===== src/rtl/fc_pkg.sv =====
// Shared types and helpers for the fully-connected layer: FSM state
// encoding, accumulator sizing and signed saturation.
package fc_pkg;

  // Controller states. IDLE waits for start, MAC walks every
  // (neuron, element) pair one product per cycle, DONE pulses completion.
  typedef enum logic [1:0] {
    IDLE = 2'd0,
    MAC  = 2'd1,
    DONE = 2'd2
  } fc_state_t;

  // Width of the wide intermediate handed to saturate().
  localparam int SAT_W = 64;

  // Accumulator width that holds the sum of n full-width products
  // without overflow.
  function automatic int acc_width(input int width, input int n);
    return 2 * width + $clog2(n);
  endfunction

  // Clamp a wide signed value into the signed range of a width-bit word.
  // The caller keeps the low width bits of the result.
  function automatic logic signed [SAT_W-1:0] saturate(
    input logic signed [SAT_W-1:0] v,
    input int                      width
  );
    logic signed [SAT_W-1:0] hi;
    logic signed [SAT_W-1:0] lo;
    hi = (64'sd1 <<< (width - 1)) - 64'sd1;
    lo = -hi - 64'sd1;
    if (v > hi) begin
      return hi;
    end else if (v < lo) begin
      return lo;
    end else begin
      return v;
    end
  endfunction

endpackage


===== src/rtl/fc_mac.sv =====
// Time-shared signed multiply-accumulate for one output neuron at a time.
// The accumulator keeps full precision; on the last element of a neuron the
// combinational result adds the current product and the scaled bias,
// rescales by an arithmetic right shift (truncation toward -inf) and
// saturates to WIDTH bits. The accumulator clears itself on that same edge
// so the next neuron starts from zero.
module fc_mac
  import fc_pkg::*;
#(
  parameter int WIDTH = 16,
  parameter int FRAC  = 8,
  parameter int N     = 4
) (
  input  logic                    clk,
  input  logic                    rst_n,
  input  logic                    clear,
  input  logic                    en,
  input  logic                    last,
  input  logic signed [WIDTH-1:0] x,
  input  logic signed [WIDTH-1:0] w,
  input  logic signed [WIDTH-1:0] b,
  output logic signed [WIDTH-1:0] result
);

  localparam int ACC_W = acc_width(WIDTH, N);
  // One guard bit above the accumulator so adding the final product and
  // the shifted bias can never wrap.
  localparam int SUM_W = ACC_W + 1;

  logic signed [ACC_W-1:0]   acc;
  logic signed [2*WIDTH-1:0] prod;
  logic signed [SUM_W-1:0]   sum;
  logic signed [SUM_W-1:0]   shifted;

  // Full-width product, final sum with bias in the product's Q format,
  // rescale and saturate.
  always_comb begin
    prod    = (2*WIDTH)'(x) * (2*WIDTH)'(w);
    sum     = SUM_W'(acc) + SUM_W'(prod) + (SUM_W'(b) <<< FRAC);
    shifted = sum >>> FRAC;
    result  = WIDTH'(saturate(SAT_W'(shifted), WIDTH));
  end

  // Accumulator: cleared at run start and after each neuron's last product.
  always_ff @(posedge clk or negedge rst_n) begin
    if (!rst_n) begin
      acc <= '0;
    end else if (clear) begin
      acc <= '0;
    end else if (en) begin
      if (last) begin
        acc <= '0;
      end else begin
        acc <= acc + ACC_W'(prod);
      end
    end
  end

endmodule


===== src/rtl/fc_layer.sv =====
// Sequential fully-connected layer. On start (in IDLE) the pooled map,
// weights and biases are snapshotted, the map is flattened row-major
// (j = r*INPUT_DIM_WIDTH + c) and every neuron is evaluated with a single
// multiply-accumulate unit, one product per cycle. Each output_vector
// entry is written when its neuron's last product is consumed and holds
// until overwritten by the next run.
//
// Handshake: start is a level sampled only in IDLE; a high start on the
// IDLE edge launches a run and is ignored in every other state (no
// queuing). busy is high for exactly the N*OUTPUT_SIZE MAC cycles, and done
// is a one-cycle pulse in the following cycle, while busy is low.
module fc_layer
  import fc_pkg::*;
#(
  parameter int WIDTH            = 16,
  parameter int FRAC             = 8,
  parameter int INPUT_DIM_HEIGHT = 2,
  parameter int INPUT_DIM_WIDTH  = 2,
  parameter int OUTPUT_SIZE      = 2
) (
  input  logic                    clk,
  input  logic                    rst_n,
  input  logic                    start,
  input  logic signed [WIDTH-1:0] input_feature_map [0:INPUT_DIM_HEIGHT-1][0:INPUT_DIM_WIDTH-1],
  input  logic signed [WIDTH-1:0] weights [0:OUTPUT_SIZE-1][0:INPUT_DIM_HEIGHT*INPUT_DIM_WIDTH-1],
  input  logic signed [WIDTH-1:0] bias [0:OUTPUT_SIZE-1],
  output logic signed [WIDTH-1:0] output_vector [0:OUTPUT_SIZE-1],
  output logic                    busy,
  output logic                    done
);

  localparam int N  = INPUT_DIM_HEIGHT * INPUT_DIM_WIDTH;
  localparam int JW = (N > 1) ? $clog2(N) : 1;
  localparam int IW = (OUTPUT_SIZE > 1) ? $clog2(OUTPUT_SIZE) : 1;
  localparam logic [JW-1:0] J_LAST = JW'(N - 1);
  localparam logic [IW-1:0] I_LAST = IW'(OUTPUT_SIZE - 1);

  fc_state_t state;
  logic [JW-1:0] j_cnt;
  logic [IW-1:0] i_cnt;

  // Snapshot of the operands, so upstream may change them after launch.
  logic signed [WIDTH-1:0] x_q [0:N-1];
  logic signed [WIDTH-1:0] w_q [0:OUTPUT_SIZE-1][0:N-1];
  logic signed [WIDTH-1:0] b_q [0:OUTPUT_SIZE-1];

  logic                    launch;
  logic                    mac_en;
  logic                    mac_last;
  logic signed [WIDTH-1:0] mac_result;

  // Status outputs and MAC controls follow the registered state directly.
  always_comb begin
    launch   = (state == IDLE) && start;
    mac_en   = (state == MAC);
    mac_last = (j_cnt == J_LAST);
    busy     = (state == MAC);
    done     = (state == DONE);
  end

  // Capture registers: snapshot and flatten the operands on launch.
  always_ff @(posedge clk or negedge rst_n) begin
    if (!rst_n) begin
      for (int k = 0; k < N; k++) begin
        x_q[k] <= '0;
      end
      for (int i = 0; i < OUTPUT_SIZE; i++) begin
        b_q[i] <= '0;
        for (int k = 0; k < N; k++) begin
          w_q[i][k] <= '0;
        end
      end
    end else if (launch) begin
      for (int r = 0; r < INPUT_DIM_HEIGHT; r++) begin
        for (int c = 0; c < INPUT_DIM_WIDTH; c++) begin
          x_q[r*INPUT_DIM_WIDTH + c] <= input_feature_map[r][c];
        end
      end
      for (int i = 0; i < OUTPUT_SIZE; i++) begin
        b_q[i] <= bias[i];
        for (int k = 0; k < N; k++) begin
          w_q[i][k] <= weights[i][k];
        end
      end
    end
  end

  // FSM and (neuron, element) counters.
  always_ff @(posedge clk or negedge rst_n) begin
    if (!rst_n) begin
      state <= IDLE;
      i_cnt <= '0;
      j_cnt <= '0;
    end else begin
      case (state)
        IDLE: begin
          if (start) begin
            state <= MAC;
            i_cnt <= '0;
            j_cnt <= '0;
          end
        end
        MAC: begin
          if (j_cnt == J_LAST) begin
            j_cnt <= '0;
            if (i_cnt == I_LAST) begin
              i_cnt <= '0;
              state <= DONE;
            end else begin
              i_cnt <= i_cnt + IW'(1);
            end
          end else begin
            j_cnt <= j_cnt + JW'(1);
          end
        end
        DONE: begin
          state <= IDLE;
        end
        default: begin
          state <= IDLE;
        end
      endcase
    end
  end

  // Result registers: each neuron's entry is written on its last product.
  always_ff @(posedge clk or negedge rst_n) begin
    if (!rst_n) begin
      for (int i = 0; i < OUTPUT_SIZE; i++) begin
        output_vector[i] <= '0;
      end
    end else if (mac_en && mac_last) begin
      output_vector[i_cnt] <= mac_result;
    end
  end

  fc_mac #(
    .WIDTH (WIDTH),
    .FRAC  (FRAC),
    .N     (N)
  ) u_mac (
    .clk    (clk),
    .rst_n  (rst_n),
    .clear  (launch),
    .en     (mac_en),
    .last   (mac_last),
    .x      (x_q[j_cnt]),
    .w      (w_q[i_cnt][j_cnt]),
    .b      (b_q[i_cnt]),
    .result (mac_result)
  );

endmodule


===== config.mk =====
export PLATFORM = sky130hd
export DESIGN_NAME = fc_layer
export DESIGN_NICKNAME = d
export VERILOG_FILES = /design/src/rtl/fc_pkg.sv /design/src/rtl/fc_mac.sv /design/src/rtl/fc_layer.sv
export SDC_FILE = /design/constraint.sdc
export NUM_CORES = 1
export LEC_CHECK = 0
export BUFFER_PORTS_ARGS = -buffer_cell sky130_fd_sc_hd__clkbuf_2
export CORE_ASPECT_RATIO = 0.6
export CORE_MARGIN = 2
export CORE_UTILIZATION = 30
export DETAILED_ROUTE_END_ITERATION = 6
export GPL_TIMING_DRIVEN = 0
export PLACE_DENSITY = 0.48
export SKIP_LAST_GASP = 1
export SLEW_MARGIN = 0
export SYNTH_ARGS = -nofsm -noshare
export SYNTH_HDL_FRONTEND = slang
export SYNTH_HIERARCHICAL = 1
export SYNTH_SLANG_ARGS = --single-unit

===== constraint.sdc =====
create_clock -name clk -period 24.1 [get_ports clk]
set_input_delay 6.025 -clock clk [delete_from_list [all_inputs] [get_ports clk]]
set_output_delay 6.025 -clock clk [all_outputs]
set_load 0.005 [all_outputs]

Yosys cells after proc, flatten, opt, wreduce, memory -nomap -nowiden

Index checks and enable logic that the tools add are counted.
W data, S select, Z words.

$add $sub $neg: 5
Order comparisons: 5
Multipliers: 1
Multiplexer cells: 31
Reduce and logical (&&, ||, !) cells: 9
Eq/ne operators: 6
Bitwise operators: 2

Operators with widths:

| operator               | number |
|---|---|
| $mux W64               | 3 |
| $mux W16               | 10 |
| $mux W34               | 3 |
| $bmux W16 S2           | 2 |
| $add A34 B32 Y35       | 1 |
| $add A35 B24 Y35       | 1 |
| $add A34 B32 Y34       | 1 |
| $bwmux W32             | 1 |
| $mul A16 B16 Y32       | 1 |
| $gt A27 B16 Y1 const B | 1 |
| $lt A27 B16 Y1 const B | 1 |
| $demux W16 S1          | 1 |
| $mux W2                | 5 |
| $pmux W2 S2            | 2 |
| $reduce_and A3 Y1      | 2 |
| $eq A2 B2 Y1 const B   | 2 |
| $ne A2 B2 Y1 const B   | 2 |
| $reduce_bool A2 Y1     | 2 |
| $ge A3 B3 Y1 const B   | 1 |
| $logic_and A1 B1 Y1    | 3 |
| $mux W1                | 3 |
| $not A2 Y3             | 1 |
| $add A2 B1 Y2 const B  | 1 |
| $eq A2 B1 Y1 const B   | 1 |
| 8 further kinds        | 8 |

Output and inout port bits: 34
Register bits: 295
Input bits: 227
Word-level logic and storage cells: 79

Depth between registers and ports, before layout

Gate-level depths: netlist (run 1).

Word-level depth: 14
Mapped depth: 45

Cells and area by module

Netlist (run 1), hierarchy kept.

Modules (own cells, without submodules):

| module   | area each (um2) | times used | sequential area each (um2) | cells each |
|---|---|---|---|---|
| fc_mac   | 15,318.4        | 1          | 850.8                      | 1,761 |
| fc_layer | 11,275.8        | 1          | 6,531.3                    | 693 |

Least setup slack after synthesis (run 1)

No wires, ideal clock.

Path kind: register to register
From: reg j_cnt[0]
To: reg output_vector[14] (netlist bit)
Setup time: 0.128 ns
Stages on the path, launching flop included: 39
Required time: 23.972 ns
Arrival: 10.230 ns
Buffers on the path: 5
Period minus slack after synthesis: 10.357 ns
Path slack: 13.743 ns
Path through: dfrtp_1 clkbuf_1 buf_2 mux4_2 clkbuf_1 nand2_1 inv_1 fa_1 fa_1 fa_1 fa_1 fa_1 inv_1 fa_1 inv_1 ha_1 a21o_1 a21o_1 [... 3 more ...] a21oi_1 a21boi_0 o31ai_1 or4b_2 o311ai_0 fa_1 ha_1 clkbuf_1 nand2_1 nor3_1 o21a_1 a32oi_1 a211oi_2 o2111ai_1 o41ai_4 buf_6 o21ai_2 mux2_1

Word-level cells in the longest chain between the ends: 11
Elaborated cells on any way between the ends: 17

Ends and longest elaborated chain:

| element                                   | RTL line                         | RTL |
|---|---|---|
| start: declaration                        | fc_layer.sv:39                   | `logic [JW-1:0] j_cnt;` |
| start signal: assignment                  | fc_layer.sv:113                  | `j_cnt <= j_cnt + JW'(1);` |
| $not A2 Y3 (implied by the code) *        | fc_layer.sv:147, fc_layer.sv:148 |  |
| $bmux W16 S2 (on tied branches)           | fc_layer.sv:147, fc_layer.sv:148 |  |
| $mux W16 (on tied branches) (2 in series) | fc_layer.sv:147, fc_layer.sv:148 |  |
| $mul A16 B16 Y32 *                        | fc_mac.sv:38                     | `prod = (2*WIDTH)'(x) * (2*WIDTH)'(w);` |
| $add A34 B32 Y35 *                        | fc_mac.sv:39                     | `sum = SUM_W'(acc) + SUM_W'(prod) + (SUM_W'(b) <<< FRAC);` |
| $add A35 B24 Y35 *                        | fc_mac.sv:39                     |  |
| $lt A27 B16 Y1                            | fc_pkg.sv:34                     | `end else if (v < lo) begin` |
| $mux W16                                  | fc_pkg.sv:34                     |  |
| $mux W16 *                                | fc_pkg.sv:32                     | `if (v > hi) begin` |
| via mac_result[14]                        | fc_layer.sv:50                   | `logic signed [WIDTH-1:0] mac_result;` |
| $bwmux W32 *                              | fc_layer.sv:133                  | `output_vector[i_cnt] <= mac_result;` |
| end signal: indexed assignment            | fc_layer.sv:133                  |  |
| end: declaration                          | fc_layer.sv:27                   | `output logic signed [WIDTH-1:0] output_vector [0:OUTPUT_SIZE-1],` |

The timed path passes the listed nets; every way through them passes the cells marked *. The select of a mux whose other input is x is not followed.
A chain may end at the register's enable or synchronous reset.

Worst setup path after layout (run 1)

Same ends and word-level chain as after synthesis.

==> results.yml, run 1 <==
synthesis:
  synth.distinct_cells: 83
  synth.net_count: 3126
  post_synth_instance_area_um2: 26600
  synth_edf_count: 0
  ys_warn_count: 6
  synth-seq-cells: 295
  ys.flop_type: "dfrtp_1"
  yosysSeqAreaShare: 0.278
  syn_area_per_cell_um2: 10.8
  netlist_instances: 2454
  async_reset_ff_frac: 1.00
setup_path:
  worst-path-stages: 40
  cpPeakStageDelay_ns: 0.63
  slowest_stage: "clkbuf_1"
  arrival_ns: 13.21
  rr_startpoint: "j_cnt[0]$_DFFE_PN0P_"
  cp-endpoint: "output_vector[14]$_DFFE_PN0P_"
  crit_start: "j_cnt[0]$_DFFE_PN0P_"
  crit_family: "adder cells"
  r2r_slack_ns: 11.31
  crit_type: "flip-flop to flip-flop"
  ff2ff_path_depth: 40
  critPathBufInv: 8
  r2r-end: "output_vector[14]$_DFFE_PN0P_"
  required_ns: 24.52
  worstSetupEndpointType: "flip-flop"
  crit_top_cell: "fa_1"
  worstPathMaxFanout: 10
  start_kind: "flip-flop"
placement:
  port_buffers: 260
  hpwl_mm: 65.2
  gp_congestion: 0.894
floorplanning:
  start_util: 0.303
  core_um2: 87700
  die_y_um: 235
  fp.dieW_um: 388
  rows: 84
  dieArea_um2: 91100
  ios: 261
drt:
  num_vias: 18700
  wirelength_mm: 79.6
  route.detailed.wl_per_inst_um: 20.2
  ant_nets: 0
  first_iter_violations: 951
  firstDrtPassIters: 5
  vias_per_cell: 4.73
  route.detailed.drc: 0
global_routing:
  grt_max_degree: 107
  grt_pass1_wl_mm: 123
  gr-total-overflow: 0
  grt_pass1_vias: 19900
  track_usage: 0.176
  antenna_found_initial: 19
clocking:
  cts.htree.levels: 2
  clockRootBuffer: "clkbuf_16"
  clock-sinks: 295
  cts_tree: "yes"
  clk_pin_slew_ns: 0.06
  ctsResizeCount: 0
  clk_latency_ns: 0.59
  cts_buffers: 36
  clk_path_buf_depth: 3
  cts_setup_buffers: 0
  hold_buffers: 0
sta:
  rsz0062_at_grt: "no"
  max_freq_mhz: 78.2
  fin_crit_sh: 0.531
  skew_ns: 0.0532
  setup_viol: 0
  tns_ns: 0
  slew_violations: 0
  worst_pin_slew_ns: 1.14
  relSlewSlack: 0.227
  fin_crit_ns: 12.79
  finalHoldViolations: 0
finish:
  syn_to_final_growth_pct: 15.3
  layout_common_cells: "inv_1 (384), dfrtp_1 (295), fa_1 (295), clkbuf_2 (259), nand2_1 (250)"
  final_nets: 3426
  mostFrequentLayoutCell: "inv_1"
  drive_gt1_frac: 0.181
run_status:
  status: "complete, no violations"
hold_path:
  hold_class: "flip-flop to flip-flop"
job:
  timing.max_cap.violations: 0
-- synth_stat cells, types with 5 or more instances --
library cell / n / area share
buf_2: 32 / 0.0060
mux2_2: 53 / 0.022
o21ai_0: 66 / 0.012
o21a_1: 10 / 0.0028
clkbuf_1: 54 / 0.0076
a22o_1: 5 / 0.0016
and2_1: 116 / 0.027
nor2b_1: 10 / 0.0024
nor3_1: 13 / 0.0024
nand2_1: 250 / 0.035
nor2_1: 48 / 0.0068
and3_1: 15 / 0.0035
a21o_1: 45 / 0.013
mux2_4: 9 / 0.0051
o31ai_1: 8 / 0.0023
nand4_1: 9 / 0.0021
inv_1: 384 / 0.054
mux2_1: 210 / 0.089
xnor2_1: 51 / 0.017
a31oi_1: 8 / 0.0019
xor2_1: 36 / 0.012
a211oi_1: 7 / 0.0020
ha_1: 150 / 0.071
mux4_2: 48 / 0.041
o21bai_1: 10 / 0.0028
a21oi_1: 79 / 0.015
fa_1: 295 / 0.22
o21ai_2: 10 / 0.0033
a21boi_0: 5 / 0.0014
nand2b_1: 20 / 0.0047
nand3_1: 15 / 0.0028
dfrtp_1: 295 / 0.28
-- state kept, by name, summed over array words and instances, names as in the netlist --
signal / cells
x_q: 64
i_cnt: 1
w_q: 128
j_cnt: 2
u_mac/acc: 34
b_q: 32
output_vector: 32
state: 2
-- per-layer routing --
layer / part of all wire / track usage / wire length, um / up-vias
met4: 0.016 / 0.0312 / 1270 / 22
li1: - / - / - / 8659
met3: 0.081 / 0.0537 / 6420 / 90
met1: 0.51 / 0.266 / 40200 / 9357
met5: 0.0017 / 0 / 132 / -
met2: 0.40 / 0.248 / 31500 / 527
-- worst min-delay path by stage --
stage	start	end	slack (ns)	cells after the start
after floorplan	b_q[0]$_DFFE_PN0P_	b_q[0]$_DFFE_PN0P_	0.45	1
after CTS	b_q[13]$_DFFE_PN0P_	b_q[13]$_DFFE_PN0P_	0.48	1
after global routing	w_q[96]$_DFFE_PN0P_	w_q[96]$_DFFE_PN0P_	0.50	1
after global placement	w_q[32]$_DFFE_PN0P_	w_q[32]$_DFFE_PN0P_	0.46	1
after detailed placement	b_q[13]$_DFFE_PN0P_	b_q[13]$_DFFE_PN0P_	0.47	1
final	b_q[13]$_DFFE_PN0P_	b_q[13]$_DFFE_PN0P_	0.48	1
-- cell type report --
cell class / instances / area [um^2]
Antenna cell: 5 / 12.5
Fill cell: 8910 / 57000
Clock inverter: 16 / 229
Inverter: 385 / 1450
Sequential cell: 295 / 7380
Buffer: 97 / 457
Timing Repair Buffer: 262 / 1370
Multi-Input combinational cell: 1677 / 17300
Tap cell: 1161 / 1450
Clock buffer: 47 / 1010
-- worst reg2reg max path: cells and delay by family, from the launching register on --
family / cells / cell delay [ns]
DFF: 1 / 0.37
muxes: 2 / 0.68
adders and majority gates: 9 / 4.37
AOI/OAI and AO/OA: 12 / 2.74
buffers and inverters: 8 / 2.20
and+or+nand+nor: 9 / 2.29
-- cell families after synthesis --
group,after synthesis,share of synthesized area
adders and majority gates,445,0.293
DFF,295,0.278
AOI/OAI and AO/OA,300,0.0759
xor gates and xnor gates,87,0.0287
muxes,322,0.158
and+or+nand+nor,523,0.0959
buffers and inverters,482,0.0715
-- metrics by stage --
| stage | setup WS [ns] | instances | hold WS (ns) | utilization | instance area [um^2] |
|---|---|---|---|---|---|
| after floorplan | 13.74 | 2454 | 0.452 | - | 26600 |
| after global placement | 10.44 | 3875 | 0.461 | 0.335 | 29300 |
| after detailed placement | 11.20 | 3877 | 0.470 | 0.336 | 29400 |
| after CTS | 11.21 | 3940 | 0.482 | 0.350 | 30700 |
| after global routing | 10.44 | 3941 | 0.496 | 0.350 | 30700 |
| final | 11.31 | 3945 | 0.479 | 0.350 | 30700 |
Power of run 1 is not shown: default switching activity piles up to over one toggle a cycle in this logic, so the estimate is an artifact.
==> inputs of run 2 (changes only) <==
--- a/config.mk
+++ b/config.mk
@@ -5,6 +5,7 @@
 export SDC_FILE = /design/constraint.sdc
 export NUM_CORES = 1
 export LEC_CHECK = 0
+export ABC_AREA = 1
 export BUFFER_PORTS_ARGS = -buffer_cell sky130_fd_sc_hd__clkbuf_2
 export CORE_ASPECT_RATIO = 0.6
 export CORE_MARGIN = 2
==> constraint.sdc (replaced) <==
create_clock -name clk -period 13 [get_ports clk]
set_input_delay 3.25 -clock clk [delete_from_list [all_inputs] [get_ports clk]]
set_output_delay 3.25 -clock clk [all_outputs]
set_load 0.005 [all_outputs]
==> run 2 against run 1 <==
Against the previous run:
- count of clock-buffer cells in the layout shrank 8
- global-route usage grew 5.2 points
- die area grew 7.6%
- first-iteration DRC count grew to 2.7 times the previous value
- setup slack lost 11 ns
- synthesized cell count grew 59%
- worst hold slack lost 0.0036 ns
- utilization shrank 0.45 points
- fmax grew 4.6%
- register-to-register slack lost 11 ns
- cell count grew 39%
- sequential share of layout area shrank 1.4 points
- critical endpoint is now output_vector[23]$_DFFE_PN0P_
- largest cell class unchanged
==> results.yml, run 2 <==
clocking:
  clk_pin_slew_ns: 0.07
  hold_buffers: 0
  cts.htree.levels: 1
  cts_setup_buffers: 0
  clk_path_buf_depth: 3
  ctsResizeCount: 0
  cts_tree: "yes"
  cts_buffers: 30
  clock-sinks: 295
  clockRootBuffer: "clkbuf_16"
  clk_latency_ns: 0.64
global_routing:
  grt_pass1_wl_mm: 167
  grt_pass1_vias: 25400
  grt_max_degree: 103
  antenna_found_initial: 13
  gr-total-overflow: 0
  track_usage: 0.228
synthesis:
  yosysSeqAreaShare: 0.258
  post_synth_instance_area_um2: 28600
  yosys.area_share.adder: 0.272
  yosysMostFrequentCell: "nand2_1"
  synth-compound-area-share: 0.0877
  synth_top_family_by_area: "adder cells"
  synth-seq-cells: 295
  synth.distinct_cells: 48
  ys_top_cells_by_count: "nand2_1 (1344), inv_1 (803), dfrtp_1 (295), fa_1 (295), o21ai_0 (206)"
  syn_area_per_cell_um2: 7.32
  synth.net_count: 4586
  synthSimpleGateAreaFrac: 0.232
  ys.flop_type: "dfrtp_1"
  synth_edf_count: 0
  synth_area_leader_cell: "dfrtp_1"
  async_reset_ff_frac: 1.00
  synth-xor-area-share: 0.0174
  muxShareOfSynthArea: 0
  yosys-top-cells-area: "dfrtp_1 (26%), fa_1 (21%), nand2_1 (18%)"
  synth_top_area_frac: 0.258
  netlist_instances: 3914
  ys_warn_count: 6
sta:
  fin_crit_sh: 0.941
  holdWs_ns: 0.476
  rsz0062_at_grt: "no"
  fin_crit_ns: 12.23
  skew_ns: 0.0384
  tns_ns: 0
  max_freq_mhz: 81.8
  slew_violations: 0
  worst_pin_slew_ns: 1.22
  setup_viol: 0
  relSlewSlack: 0.185
  finalHoldViolations: 0
finish:
  layout_common_cells: "nand2_1 (1344), inv_1 (803), dfrtp_1 (295), fa_1 (295), clkbuf_2 (259)"
  fill_cells: 10300
  drive_gt1_frac: 0.0979
  final_util: 0.345
  regMostFlops: "w_q"
  largest_reg_flops: 128
  mostFrequentLayoutCell: "nand2_1"
  syn_to_final_growth_pct: 13.7
  reg_top3: "w_q: 128 flops, x_q: 64 flops, u_mac/acc: 34 flops"
  final_nets: 4881
setup_path:
  cpPeakStageDelay_ns: 0.56
  arrival_ns: 12.71
  crit_top_cell: "nand2_1"
  slowest_stage: "fa_1"
  required_ns: 13.48
  start_kind: "flip-flop"
  worstSetupEndpointType: "flip-flop"
  worstPathMaxFanout: 10
  crit_type: "flip-flop to flip-flop"
drt:
  first_iter_violations: 2608
  num_vias: 25700
  vias_per_cell: 4.69
  firstDrtPassIters: 5
  ant_nets: 0
  route.detailed.drc: 0
  route.detailed.wl_per_inst_um: 20.2
  wirelength_mm: 111
floorplanning:
  start_util: 0.304
  rows: 87
  dieArea_um2: 98000
  die_y_um: 243
  ios: 261
  core_um2: 94300
  fp.dieW_um: 403
job:
  timing.max_cap.violations: 0
run_status:
  status: "complete, no violations"
placement:
  port_buffers: 260
  gp_congestion: 1.07
  hpwl_mm: 93.8
hold_path:
  hold_class: "flip-flop to flip-flop"
## run 2: path summary, 6_finish.rpt
path | start | to | slack, ns | depth (start not counted)
setup / recovery | j_cnt[0]$_DFFE_PN0P_ | output_vector[23]$_DFFE_PN0P_ | 0.77 | 52
min in group asynchronous | rst_n | output_vector[24]$_DFFE_PN0P_ | 2.53 | 1
setup reg to reg | j_cnt[0]$_DFFE_PN0P_ | output_vector[23]$_DFFE_PN0P_ | 0.77 | 52
max in group asynchronous | rst_n | x_q[21]$_DFFE_PN0P_ | 8.70 | 4
hold / removal | x_q[17]$_DFFE_PN0P_ | x_q[17]$_DFFE_PN0P_ | 0.48 | 2
hold reg to reg | x_q[17]$_DFFE_PN0P_ | x_q[17]$_DFFE_PN0P_ | 0.48 | 2
## run 2: per-layer routing
metal / global-route usage / wire [um]
met5: 0 / 111
met4: 0.0241 / 1170
met3: 0.0703 / 11400
met2: 0.282 / 39200
met1: 0.381 / 59000
## run 2: layout make-up
class	instances	area, um^2	share of cell area
sequential	295	7380	0.227
clock buffer	39	805	0.0247
multi-input combinational	2647	17400	0.535
tap	1246	1560	0.0479
antenna	2	5.00	0.000154
timing repair buffer	263	1390	0.0428
clock inverter	14	161	0.00496
buffer	156	766	0.0235
inverter	816	3060	0.0941
## run 2: cells by family (layout without fill, tap and decap cells)
| logic type | Yosys count | count (layout) |
|---|---|---|
| simple gates | 1680 | 1680 |
| buf+inv | 972 | 1288 |
| compound gates | 466 | 466 |
| fa+ha+maj | 445 | 445 |
| flops | 295 | 295 |
| xor+xnor | 56 | 56 |
| other cells | 0 | 2 |
## run 2: per-stage QoR
stage               cell area (um^2)  setup slack, ns  cells
floorplan                      28600             4.08   3914
global placement               31500             1.02   5420
detailed placement             31600             1.07   5423
CTS                            32600            0.980   5476
global route                   32600            0.108   5478
finish                         32600            0.771   5478
## run 2: worst max-delay path: cells and delay by family (launching register included)
kind                       cells  cell delay [ns]
buffers and inverters         16             2.85
xor gates and xnor gates       1             0.44
AOI/OAI and AO/OA              6             1.10
and+or+nand+nor               20             2.83
DFF                            1             0.43
adders and majority gates      9             4.35
Power of run 2 is left out for the same reason.
